### src/rtl/cam_param_masked.sv
// Masked-search CAM: DEPTH entries of DATA_W bits with per-entry valid bits.
// Registered search returns highest matching index plus hit/multi-hit; tracks occupancy.
module cam_param_masked #(
  parameter int unsigned DATA_W = 8,
  parameter int unsigned DEPTH  = 16,
  parameter int unsigned ADDR_W = $clog2(DEPTH)
) (
  input  logic              clk,
  input  logic              rst,
  input  logic              ren,
  input  logic              wen,
  input  logic              inv,
  input  logic [DATA_W-1:0] din,
  input  logic [DATA_W-1:0] mask,
  input  logic [ADDR_W-1:0] addr,
  output logic [ADDR_W-1:0] dout,
  output logic              hit,
  output logic              multi_hit,
  output logic [ADDR_W:0]   count,
  output logic              full
);

  localparam logic [ADDR_W:0] CntOne  = {{ADDR_W{1'b0}}, 1'b1};
  localparam logic [ADDR_W:0] CntFull = (ADDR_W + 1)'(DEPTH);

  logic [DATA_W-1:0] mem_q [DEPTH];
  logic [DEPTH-1:0]  valid_q, valid_d;
  logic [ADDR_W:0]   count_q, count_d;
  logic [ADDR_W-1:0] dout_q, srch_idx;
  logic              hit_q, multi_q, srch_hit, srch_multi;
  logic [DEPTH-1:0]  match;

  // Ascending scan so the last match seen is the highest index.
  always_comb begin
    match      = '0;
    srch_hit   = 1'b0;
    srch_multi = 1'b0;
    srch_idx   = '0;
    for (int i = 0; i < int'(DEPTH); i++) begin
      match[i] = valid_q[i] && (((mem_q[i] ^ din) & ~mask) == '0);
      if (match[i]) begin
        if (srch_hit) srch_multi = 1'b1;
        srch_hit = 1'b1;
        srch_idx = ADDR_W'(i);
      end
    end
  end

  always_comb begin
    valid_d = valid_q;
    count_d = count_q;
    if (ren) begin
      // search has priority; wen/inv are dropped
    end else if (wen) begin
      if (!valid_q[addr]) count_d = count_q + CntOne;
      valid_d[addr] = 1'b1;
    end else if (inv) begin
      if (valid_q[addr]) count_d = count_q - CntOne;
      valid_d[addr] = 1'b0;
    end
  end

  always_ff @(posedge clk or posedge rst) begin
    if (rst) begin
      valid_q <= '0;
      count_q <= '0;
      dout_q  <= '0;
      hit_q   <= 1'b0;
      multi_q <= 1'b0;
    end else begin
      valid_q <= valid_d;
      count_q <= count_d;
      dout_q  <= ren ? srch_idx : '0;
      hit_q   <= ren & srch_hit;
      multi_q <= ren & srch_multi;
    end
  end

  // Entry payload is not reset; valid bits alone gate matching.
  always_ff @(posedge clk) begin
    if (wen && !ren) mem_q[addr] <= din;
  end

  assign dout      = dout_q;
  assign hit       = hit_q;
  assign multi_hit = multi_q;
  assign count     = count_q;
  assign full      = (count_q == CntFull);

endmodule

### config.mk
export PLATFORM = sky130hd
export DESIGN_NAME = cam_param_masked
export DESIGN_NICKNAME = d
export VERILOG_FILES = /design/src/rtl/cam_param_masked.sv
export SDC_FILE = /design/constraint.sdc
export NUM_CORES = 1
export LEC_CHECK = 0
export CELL_PAD_IN_SITES_DETAIL_PLACEMENT = 1
export CELL_PAD_IN_SITES_GLOBAL_PLACEMENT = 1
export CORE_ASPECT_RATIO = 0.7
export CORE_UTILIZATION = 25
export CTS_CLUSTER_SIZE = 28
export DETAILED_ROUTE_END_ITERATION = 8
export GPL_TIMING_DRIVEN = 1
export PLACE_DENSITY = 0.48
export RECOVER_POWER = 25
export SETUP_SLACK_MARGIN = 0.1
export SKIP_CTS_REPAIR_TIMING = 1
export SLEW_MARGIN = 20
export SYNTH_ARGS = -nofsm -noshare
export SYNTH_HDL_FRONTEND = slang
export SYNTH_SLANG_ARGS = --single-unit
export TNS_END_PERCENT = 1
### constraint.sdc
create_clock -name clk -period 4.3 [get_ports clk]
set_clock_uncertainty 0.1 [all_clocks]
set_input_delay 0.86 -clock clk [delete_from_list [all_inputs] [get_ports clk]]
set_output_delay 0.86 -clock clk [all_outputs]
set_load 0.02 [all_outputs]
* After elaboration in Yosys (flattened, before gate mapping)
Memories as Yosys holds them, arrays and structs flattened.
Index checks and enable logic that the tools add are counted.
Widths: inputs -> output; s select.
** Word-level totals
- Logic and storage cells :: 164
- Memories kept :: 1
- Latch bits :: 0
- Bits in registers :: 27
- Bits in read-only memories :: 0
- Memory bits (writable) :: 128
- Output and inout port bits :: 12
- Input bits :: 25
** Operators by class
- Mux-type cells :: 74
- Magnitude comparators :: 2
- Shifts and indexed selects :: 0
- Add/subtract/negate cells :: 2
- Multiply operators :: 0
- Div/mod/pow operators :: 0
- Bitwise gates (word level) :: 39
- Eq/ne operators :: 2
- Reduce and logical (&&, ||, !) cells :: 39
** Memory list
- mem_q :: depth 16, width 8, rd ports 16, clocked after memory_dff 0, wr ports 1, RTL line 26 : logic [DATA_W-1:0] mem_q [DEPTH];
** Operators with widths (count)
- $and 8x8->8 :: 16
- $logic_not 8->1 :: 16
- $xor 8x8->8 :: 16
- $mux 4 :: 15
- $mux 1 :: 51
- $mux 16 :: 2
- $mux 5 :: 4
- $logic_and 1x1->1 :: 18
- $and 16x16->16 :: 1
- $not 16->16 :: 1
- $or 16x16->16 :: 1
- $not 8->8 :: 1
- $add 5x1->5 const B :: 1
- $eq 5x5->1 const B :: 1
- $lt 4x5->1 const B :: 1
- $sub 5x1->5 const B :: 1
- $bmux 1 s4 :: 1
- $demux 1 s4 :: 1
- $ge 4x1->1 const B :: 1
- $reduce_and 4->1 :: 1
- $reduce_bool 2->1 :: 2
- $and 1x1->1 :: 2
- $ne 2x2->1 const B :: 1
- $reduce_and 2->1 :: 1
- 2 further kinds :: 2

* Longest topological paths before layout
An unclocked memory read counts as a cell.
- Depth after elaboration :: 37
- Mapped depth :: 11
- Mapped depth without buffers :: 9

* Least setup slack after synthesis
No wires, ideal clock.
- Path kind :: input -> register
- From :: in addr[0]
- To :: reg count_q[1], in the netlist count[1]
- Library setup time :: 0.125 ns
- Arrival :: 2.679 ns
- Slack :: 1.396 ns
- Cell stages on the path :: 6
- Path buffers :: 1
- Data required time :: 4.075 ns
- Cell sequence :: buf_6 -> mux4_2 -> mux4_2 -> mux2_4 -> nor2_8 -> mux2_4
** On the way
- Longest elaborated chain between the ends :: 4
- Elaborated cells between the ends (all ways) :: 5
- Those cells by class :: 1 x eq/ne; 2 x mux; 2 x reduce/logical
** Ends and longest elaborated chain
- start, declared :: RTL line 15 : input logic [ADDR_W-1:0] addr,
- $bmux 1 s4 (*) :: RTL line 55, 58
- $mux 1 (implied by the code) (*) :: RTL line 55, 58
- $ne 2x2->1 (no source line) / $reduce_bool 2->1 (equally long branches)
- $reduce_and 4->1 (no source line) (*)
- end signal, assigned :: RTL line 72 : count_q <= count_d;
- end, declared :: RTL line 28 : logic [ADDR_W:0] count_q, count_d;
Every way passes the cells marked *; elsewhere a longest branch is shown, timed or not. The select of a mux whose other input is x is not followed.
A chain may end at the register's enable or synchronous reset.

* Worst setup path in the final report
- From :: in din[0]
- To :: reg multi_q, in the netlist multi_hit
** On the way
- Longest elaborated chain between the ends :: 36
- Elaborated cells between the ends (all ways) :: 110
- Those cells by class :: 45 x mux; 33 x bitwise; 32 x reduce/logical
** Ends and longest elaborated chain
- start, declared :: RTL line 13 : input logic [DATA_W-1:0] din,
- $xor 8x8->8 :: RTL line 40 : match[i] = valid_q[i] && (((mem_q[i] ^ din) & ~mask) == '0);
- $and 8x8->8 :: RTL line 40
- $logic_not 8->1 :: RTL line 40
- $logic_and 1x1->1 :: RTL line 40
- $mux 1 :: RTL line 41 : if (match[i]) begin
- $mux 1 :: RTL line 42 : if (srch_hit) srch_multi = 1'b1;
- $mux 1 :: RTL line 41
- $mux 1 :: RTL line 42
- (+20 left out)
- $mux 1 :: RTL line 41
- $mux 1 :: RTL line 42
- $mux 1 :: RTL line 41
- $mux 1 :: RTL line 42
- $mux 1 :: RTL line 41
- $mux 1 :: RTL line 42
- $mux 1 (*) :: RTL line 41
- $and 1x1->1 (*) :: RTL line 75 : multi_q <= ren & srch_multi;
- end signal, assigned :: RTL line 75
- end, declared :: RTL line 30 : logic hit_q, multi_q, srch_hit, srch_multi;
Every way passes the cells marked *; elsewhere a longest branch is shown, timed or not.

==> metrics.txt <==
# DRC=0; layout cell share with drive strength beyond 1=11.13%; Slew Viols, Final=94; Pre-antenna DRT Iters=5; Top Usage Layer GRT=met1; Clk pwr share=37.3%; DP HPWL=14930 um; Hold Slack=388.1 ps; clock root cell=clkbuf_16; Initial Utilization=25.49%; sw power=1.066 mW; net count after synthesis=593; clock-pin transition on the worst setup and hold timing paths=60 ps; Sw Ratio=27.13%; largest net degree at the start of global routing=28; Clock Tree Buf Depth=2; Core Box Area=28950 sq um; Synth area leader=edfxtp_1; Largest delay share family, worst path=buffers and inverters; Syn. warnings=0; GR Util met3=3.712%; logic gate share of total power=16.6%; TritonCTS clock tree=yes; chip width=207.4 um; synth top area cells=edfxtp_1, xnor2_1, dfrtp_1, o21ai_0, o22ai_1; Post-synth EDFFs=128; # fillers=3099; Synth Cell Area=7381 sq um; achievable frequency=0.2754 GHz; Setup crit end kind=flip-flop; slowest CP cell=clkbuf_1; num rows=52; met1 Use GR=22.40%; CTS Buf Count=17; Seq/Total Area, Yosys=61.23%; vias in the first global route=4948; antenna cell count=0; failing checks=capacitance limit, slew limit; input/output buffers=36; crit-path max FO=22; CP Class=in -> reg; Power Dens Cells=446.2 nW/um^2; Syn Area/Cell=13.09 sq um; LEAKAGE=2.809 nW; # IOs=37; Period minus WS final=3631 ps; VDD IR max=0.2616 mV; Final Cycle Share=84.43%; slew margin rel.=-11.29%; Total Routed Length=21370 um; asr flop ratio synth=17.42%; Die ar.=30230 sq um; Final ANT Viol Nets=0; antenna violations before repair=2; worst-margin pin slew=1669 ps; vias=4752; most repeated library cell on the critical path=o21ai_0; Max stage delay on crit path=1100 ps; Final Hold Vio Count=0; post-synthesis cell count=564; Hold Path Class=reg -> reg; CTS Sinks=155; Nets=645; GR Overflow Total=0; Tot GR Track Use=14.73%; Arr. time, crit path=3880 ps; required time of the critical path=4540 ps; average wire per standard cell=21.22 um; CP Cell Sequence=clkbuf_1 > buf_4 > xnor2_1 > o21ai_0 > nor3_1 > o211ai_1 > o21ai_0 > nand2_1 > a2bb2oi_1 > o21ai_0 > a31oi_1; Clock Latency Late Sink=430 ps; GR Util met2=20.37%; CP startpoint kind=primary input; gpl congestion=0.7953; Max Cap Viol=4; share of the synthesized area in the top cell type=52.08%; Buf/Inv on CP=2; via-per-instance ratio=4.719; P&R area growth vs syn=19.34%; endpoints failing setup=0; Reg power frac=46.1%; Yosys reg bits=155; first-pass GRT wire length=32340 um; Netlist cell types=43; Chip Height=145.8 um; RSZ-0062 raised after global routing=false; ys flop type=edfxtp_1; drt initial violations=301; setup_tns=0 ps; H-tree levels=4; status=finished, violations left; P_int=2.864 mW
==> power by group through the flow <==
stage | sequential (mW) | combinational [mW] | clock (mW)
after floorplan | 1.83 | 0.381 | 0
after global placement | 1.84 | 0.647 | 0
after detailed placement | 1.84 | 0.660 | 0
after CTS | 1.81 | 0.662 | 1.51
after global routing | 1.82 | 0.716 | 1.55
final | 1.81 | 0.652 | 1.47
==> final cells by class <==
cell class                      count  area, sq um  area share, %
Sequential cell                   155         4519          51.31
Multi-Input combinational cell    368         2663          30.23
Timing Repair Buffer               69        575.6          6.534
Tap cell                          378        473.0          5.369
Clock buffer                       20        436.7          4.957
Clock inverter                     12        122.6          1.392
Inverter                            5        18.77         0.2131
==> final timing paths <==
kind	from	to	slack, ps	depth (start not counted)
worst max-delay path	din[0]	multi_hit	670	11
worst min-delay path	count[4]	count[4]	390	1
worst max register to register	flip-flop	count[3]	1840	5
worst min register to register	count[4]	count[4]	390	1
max in group asynchronous	rst	count[3]	2330	2
min in group asynchronous	rst	asynchronous set/reset pin	1080	2
==> cells in the mapped netlist, types with 5 or more instances <==
cell type	count
buf_4	7
o211ai_1	16
o21ai_0	54
edfxtp_1	128
nor3_1	16
o22ai_1	33
clkbuf_1	18
xnor2_1	132
nand2_1	16
inv_1	5
a21oi_1	5
o22a_1	15
mux4_2	5
and2_1	5
dfrtp_1	27
buf_2	9
nor2_1	28
==> cells in the final DEF (no fill, tap or decap), types with 17 or more instances in the layout <==
master           count
o22ai_1             33
nor2_1              28
dfrtp_1             27
edfxtp_1           128
clkbuf_16           17
buf_4               27
o21ai_0             54
clkdlybuf4s50_1     28
xnor2_1            132
==> metal layers <==
| metal | vias to the layer above | share of wire [%] |
|---|---|---|
| met5 | - | 0 |
| met4 | 0 | 1.1 |
| met3 | 13 | 4.8 |
| met2 | 97 | 41 |
| met1 | 2473 | 54 |
| li1 | 2169 | - |
==> per-stage QoR <==
step / setup WS [ps] / instances / area (sq um) / utilization [%] / power, mW
2_1_floorplan: 1396 / 564 / 7381 / - / 2.211
3_3_place_gp: 577.1 / 975 / 8272 / 28.57 / 2.487
3_5_place_dp: 521.2 / 975 / 8272 / 28.57 / 2.502
4_1_cts: 980.7 / 1007 / 8831 / 30.50 / 3.982
5_1_grt: 399.1 / 1007 / 8808 / 30.42 / 4.092
6_report: 669.3 / 1007 / 8808 / 30.42 / 3.930
==> cells by family (layout without fill, tap and decap cells) <==
family | count (synthesis) | after routing | share of synthesized area (%)
flops | 155 | 155 | 61.23
compound gates | 139 | 139 | 11.80
xor+xnor | 133 | 133 | 15.78
simple gates | 83 | 83 | 5.442
buf+inv | 41 | 106 | 2.695
mux | 8 | 8 | 2.136
fa+ha+maj | 5 | 5 | 0.9155
Power figures use the tool's default switching activity.
